## config.mk

```make
export PLATFORM = sky130hd
export DESIGN_NAME = l2_instruction_responder
export DESIGN_NICKNAME = d
export VERILOG_FILES = /design/src/rtl/l2_instruction_responder_pkg.sv /design/src/rtl/l2_line_assembler.sv /design/src/rtl/l2_instruction_responder.sv
export SDC_FILE = /design/constraint.sdc
export NUM_CORES = 1
export LEC_CHECK = 0
export BUFFER_PORTS_ARGS = -buffer_cell sky130_fd_sc_hd__buf_2
export CORE_AREA = 2 2 237 239
export DETAILED_ROUTE_END_ITERATION = 6
export DIE_AREA = 0 0 239 241
export GPL_ROUTABILITY_DRIVEN = 0
export PLACE_DENSITY = 0.74
export SYNTH_ARGS = -nofsm -noshare
export SYNTH_HDL_FRONTEND = slang
export SYNTH_SLANG_ARGS = --single-unit
export TNS_END_PERCENT = 1
```

## constraint.sdc

```tcl
create_clock -name CLK -period 5.15 [get_ports CLK]
set_clock_uncertainty 0.2 [all_clocks]
set_input_delay 0.2575 -clock CLK [delete_from_list [all_inputs] [get_ports CLK]]
set_output_delay 0.2575 -clock CLK [all_outputs]
set_load 0.02 [all_outputs]
```

## src/rtl/l2_instruction_responder_pkg.sv

```systemverilog
// Shared constants and state encoding for the L2 instruction-side responder.
package l2_instruction_responder_pkg;
  localparam int ADDRESS_WIDTH_DEF  = 32;
  localparam int L2_BUS_WIDTH_DEF   = 512;
  localparam int MEM_DATA_WIDTH_DEF = 32;
  localparam int BEATS = L2_BUS_WIDTH_DEF / MEM_DATA_WIDTH_DEF;
  localparam int OFF_W = $clog2(BEATS);
  localparam int TAG_W = ADDRESS_WIDTH_DEF - 2 - OFF_W;

  typedef enum logic [1:0] {
    IDLE = 2'd0,
    FILL = 2'd1,
    RESP = 2'd2
  } state_t;
endpackage

```

## src/rtl/l2_line_assembler.sv

```systemverilog
// Line buffer: one beat written per cycle at an index, whole line read flat.
module l2_line_assembler #(
  parameter int BEATS  = 16,
  parameter int DATA_W = 32,
  parameter int IDX_W  = $clog2(BEATS)
) (
  input  logic                    CLK,
  input  logic                    RST_N,
  input  logic                    wr_en,
  input  logic [IDX_W-1:0]        wr_idx,
  input  logic [DATA_W-1:0]       wr_data,
  output logic [BEATS*DATA_W-1:0] line
);
  logic [BEATS-1:0][DATA_W-1:0] words;

  always_ff @(posedge CLK or negedge RST_N) begin
    if (!RST_N)     words <= '0;
    else if (wr_en) words[wr_idx] <= wr_data;
  end

  assign line = words;
endmodule

```

## src/rtl/l2_instruction_responder.sv

```systemverilog
// I-cache miss responder: fetches a line from memory in beats, returns it, and
// keeps the last line so a repeat request is answered without memory traffic.
module l2_instruction_responder
  import l2_instruction_responder_pkg::*;
#(
  parameter int ADDRESS_WIDTH  = ADDRESS_WIDTH_DEF,
  parameter int L2_BUS_WIDTH   = L2_BUS_WIDTH_DEF,
  parameter int MEM_DATA_WIDTH = MEM_DATA_WIDTH_DEF
) (
  input  logic                     CLK,
  input  logic                     RST_N,
  input  logic                     ADDRESS_TO_L2_VALID_INS,
  output logic                     ADDRESS_TO_L2_READY_INS,
  input  logic [ADDRESS_WIDTH-3:0] ADDRESS_TO_L2_INS,
  output logic                     DATA_FROM_L2_VALID_INS,
  input  logic                     DATA_FROM_L2_READY_INS,
  output logic [L2_BUS_WIDTH-1:0]  DATA_FROM_L2_INS,
  output logic                     MEM_RD_VALID,
  input  logic                     MEM_RD_READY,
  output logic [ADDRESS_WIDTH-3:0] MEM_RD_ADDRESS,
  input  logic                     MEM_DATA_VALID,
  input  logic [MEM_DATA_WIDTH-1:0] MEM_DATA,
  input  logic                     INVALIDATE,
  output logic                     BUSY
);
  localparam int NB = L2_BUS_WIDTH / MEM_DATA_WIDTH;
  localparam int OW = $clog2(NB);
  localparam int TW = ADDRESS_WIDTH - 2 - OW;
  localparam logic [31:0] NB_V = NB;
  localparam logic [OW:0] CNT_FULL = NB_V[OW:0];
  localparam logic [OW:0] CNT_LAST = CNT_FULL - 1'b1;

  state_t        state, state_nxt;
  logic [OW:0]   issue_cnt, rsp_cnt;
  logic [TW-1:0] tag, req_tag;
  logic          line_valid, inv_seen, protocol_error;
  logic          accept, hit, rd_fire, beat_ok, last_beat;

  assign req_tag   = ADDRESS_TO_L2_INS[ADDRESS_WIDTH-3:OW];
  assign accept    = ADDRESS_TO_L2_VALID_INS && (state == IDLE);
  // An invalidate coinciding with the request must not be beaten by a stale hit.
  assign hit       = line_valid && (tag == req_tag) && !INVALIDATE;
  assign rd_fire   = MEM_RD_VALID && MEM_RD_READY;
  assign beat_ok   = MEM_DATA_VALID && (state == FILL) && (rsp_cnt < issue_cnt);
  assign last_beat = beat_ok && (rsp_cnt == CNT_LAST);

  always_ff @(posedge CLK or negedge RST_N) begin
    if (!RST_N) state <= IDLE;
    else        state <= state_nxt;
  end

  always_comb begin
    state_nxt = state;
    case (state)
      IDLE:    if (accept) state_nxt = hit ? RESP : FILL;
      FILL:    if (last_beat) state_nxt = RESP;
      RESP:    if (DATA_FROM_L2_READY_INS) state_nxt = IDLE;
      default: state_nxt = IDLE;
    endcase
  end

  always_comb begin
    ADDRESS_TO_L2_READY_INS = (state == IDLE);
    DATA_FROM_L2_VALID_INS  = (state == RESP);
    MEM_RD_VALID            = (state == FILL) && (issue_cnt < CNT_FULL);
    MEM_RD_ADDRESS          = {tag, issue_cnt[OW-1:0]};
    BUSY                    = (state != IDLE);
  end

  always_ff @(posedge CLK or negedge RST_N) begin
    if (!RST_N) begin
      issue_cnt      <= '0;
      rsp_cnt        <= '0;
      tag            <= '0;
      line_valid     <= 1'b0;
      inv_seen       <= 1'b0;
      protocol_error <= 1'b0;
    end else begin
      if (accept) tag <= req_tag;
      if (accept && !hit) begin
        issue_cnt <= '0;
        rsp_cnt   <= '0;
      end else begin
        if (rd_fire) issue_cnt <= issue_cnt + 1'b1;
        if (beat_ok) rsp_cnt   <= rsp_cnt + 1'b1;
      end
      // A line invalidated while in flight is still returned once, never retained.
      if (INVALIDATE)                   line_valid <= 1'b0;
      else if (last_beat && !inv_seen)  line_valid <= 1'b1;
      else if (accept && !hit)          line_valid <= 1'b0;
      if (INVALIDATE && state != IDLE)  inv_seen <= 1'b1;
      else if (accept && !hit)          inv_seen <= 1'b0;
      if (MEM_DATA_VALID && !beat_ok)   protocol_error <= 1'b1;
    end
  end

  l2_line_assembler #(
    .BEATS (NB),
    .DATA_W(MEM_DATA_WIDTH),
    .IDX_W (OW)
  ) u_asm (
    .CLK    (CLK),
    .RST_N  (RST_N),
    .wr_en  (beat_ok),
    .wr_idx (rsp_cnt[OW-1:0]),
    .wr_data(MEM_DATA),
    .line   (DATA_FROM_L2_INS)
  );

  no_protocol_error: assert property (@(posedge CLK) disable iff (!RST_N) !protocol_error);
endmodule

```

==> results.ini <==
[global_route]
grt_busiest_layer=met2
met3_usage_pct=5.35
track_usage_pct=21.7
grt_first_pass_wirelength_um=93500
grt_overflow=0
grt_start_max_net_pins=141
use_met2_pct=37.4
grt_antenna_before_repair=1
met1_usage_pct=26.1
grt_pass1_vias=14587

[routing]
ant_nets=0
vias=13934
wire_per_inst_um=23.4
drt_first_iter_violations=635
drcViolationCount=0
totalWireLength_um=64200
vias_per_cell=5.09
first_pass_iters=5

[timing]
worst_slack_ns=1.17
setup_viol=0
period_minus_slack_ns=3.98
rsz0062_at_grt=no
period_share_pct=77.2
final_max_slew_viol_count=0
hold_viol_final=0
fmax_mhz=251
tightest_slew_ns=1.12
hold_ws_ns=0.0438
tns_ns=0
max_slew_margin_pct=25.6

[power_and_ir_drop]
p_seq_share_pct=38.2
ir_drop_uv=427
power_density_nw_per_um2=673
power_mw=18.6
clock_power_share_pct=23.3
sw_frac_of_total_pct=37.8
switching_power_mw=7.04
p_leak_nw=15.1
pwr-share-comb_pct=38.5
p_int_mw=11.6

[final_layout]
syn2layout_area_growth_pct=27.3
finalNetCount=2068
multi_input_area_sq_um=7370
drive_above_1_share_pct=61.4
final_cells=2739
register_area_sq_um=13800
nFillCells=4640

[clocking]
clkSlewWorstSetupHoldPaths_ns=0.06
cts_setup_buffers=0
cts_buffers=55
clock_path_buffers=3
cts_tree=done
htreeDepth=2
clockRootBuffer=clkbuf_16
clock_latency_ns=0.59
clkSinkCount=552

[synth]
yosys.area.top_type=dfrtp_1
synth_top_cell_area_share_pct=63.5
yosysWarnings=0
synthDistinctLibCells=40
ys_ff_latch=552
synth-seq-area-share_pct=63.5
synth_cells=1369
syn_nets=1448
synth_area_leaders=dfrtp_1, mux2_2, mux2_4, nand2_1, xnor2_1
syn_area_sq_um=21700
syn-mean-instance-area_sq_um=15.9

[worst_setup_path]
cp-end-kind=register
path_class=register to register
reg2reg_from=rsp_cnt[2]
path_delay_family=simple AND/OR/NAND/NOR gates
slowest_delay_ns=0.86
startpoint_type=register
path_cells=ha_1 > o211ai_1 > o21a_2 > nand4_2 > buf_4 > mux2_2
path_buf_inv=1
cp-startpoint=rsp_cnt[2]
worstPathMaxFanout=23
arrival_ns=4.25
cpMaxStageDelayCell=nand4_2
cp.required_ns=5.42

[placement]
port-buffer-count=610
dp_cells=2600
dp_hpwl_um=43700
dpl_worst_slack_ns=1.13

[flow_run]
maxCapViolCount=0

[hold_path]
hold_start=MEM_DATA[15]
min_path_type=input pin to register

[die]
pin_count=615
rows=86
start_util_pct=39.6
die_y_um=241
floorplan.die_area_sq_um=57600
core-area_sq_um=54900
die_w_um=239

[run_status]
outcome=finished, final reports clean

-- synthesized netlist by cell type --
master	instances
nor2b_1	3
a21oi_1	5
a41oi_1	1
mux2_2	415
mux2i_1	2
o311ai_0	1
buf_8	1
nand2b_4	1
and4_1	1
o21a_2	1
clkbuf_1	43
a211oi_1	2
nand2_1	80
buf_4	13
nand3_1	5
dfrtp_1	552
ha_1	10
nand2b_1	1
a211oi_2	1
and3_1	6
xor2_1	4
and2_1	2
nand4b_4	3
nor3b_1	1
o211ai_1	3
nand4_1	9
buf_2	31
nand4_2	2
o2bb2ai_1	1
buf_6	10
clkbuf_2	2
inv_1	12
nand4b_2	1
or2_2	1
mux2_1	7
nor4_1	1
xnor2_1	28
nor2_1	16
a2111oi_4	1
mux2_4	90
-- logic make-up after synthesis --
group / after synthesis / synth area share, %
compound gates: 16 / 0.633
xor+xnor: 32 / 1.29
fa+ha+maj: 10 / 0.575
buf+inv: 112 / 2.74
flops: 552 / 63.5
mux: 514 / 28.2
simple gates: 133 / 3.08
-- cells in the final DEF (no fill, tap or decap), drive strengths merged, types with 5 or more instances in the layout --
| cell | synthesis | layout |
|---|---|---|
| nand2 | 80 | 80 |
| nand3 | 5 | 5 |
| clkbuf | 45 | 77 |
| nor2 | 16 | 16 |
| inv | 12 | 15 |
| bufinv | 0 | 8 |
| ha | 10 | 10 |
| mux2 | 512 | 512 |
| buf | 55 | 627 |
| nand4 | 11 | 11 |
| clkinv | 0 | 9 |
| a21oi | 5 | 5 |
| and3 | 6 | 6 |
| xnor2 | 28 | 28 |
| dfrtp | 552 | 552 |
| dlygate4sd3 | 0 | 36 |
-- layout make-up --
type | instances | area share, %
Timing Repair Buffer | 663 | 13.0
Multi-Input combinational cell | 705 | 26.6
Sequential cell | 552 | 49.9
Clock buffer | 77 | 5.93
Clock inverter | 24 | 1.24
Antenna cell | 2 | 0.0181
Inverter | 12 | 0.163
Tap cell | 704 | 3.18
-- worst register-to-register path, cell delays in order, from the launching register on --
cell      delay (ns)
dfrtp_1         0.75
ha_1            0.35
o211ai_1        0.26
o21a_2          0.58
nand4_2         0.87
buf_4           0.55
mux2_2          0.31
-- what timing repair did --
item                      4_1_cts  5_1_grt
hold endpoints to repair      157        0
hold buffers                   36        0
resized for setup               0        0
-- power groups by stage --
stage | registers [mW] | logic [mW] | clock network [mW]
after floorplan | 9.26 | 2.23 | 0
after global placement | 7.05 | 7.06 | 0
after detailed placement | 7.16 | 7.18 | 0
after CTS | 7.11 | 7.24 | 4.42
after global routing | 7.33 | 7.56 | 4.60
final | 7.12 | 7.17 | 4.34
-- state kept, by name, summed over array words and instances (netlist names) --
name        flops
inv_seen        1
issue_cnt       5
line_valid      1
rsp_cnt         5
state           2
tag            26
u_asm.line    512
-- final timing paths --
kind | end | slack (ns) | cells past startpoint
worst max-delay path | u_asm.line[433] | 1.17 | 6
worst min-delay path | u_asm.line[271] | 0.04 | 2
worst max register to register | u_asm.line[433] | 1.17 | 6
worst min register to register | u_asm.line[273] | 0.28 | 1
max in group asynchronous | u_asm.line[78] | 3.32 | 3
min in group asynchronous | u_asm.line[258] | 0.15 | 2
-- through the flow --
step	util [%]	area, sq um
after floorplan	-	21700
after global placement	46.2	25300
after detailed placement	46.2	25300
after CTS	50.5	27700
after global routing	50.5	27700
final	50.5	27700
-- metal layers --
layer  part of all wire [%]  vias to the layer above  routed length [um]
met5                      0                        -                   0
met4                    3.8                        0                2440
met2                     50                      514               32400
met1                     39                     7284               25100
li1                       -                     6002                   -
met3                    6.7                      134                4300
Note: power is estimated with default switching activity, not from simulation.
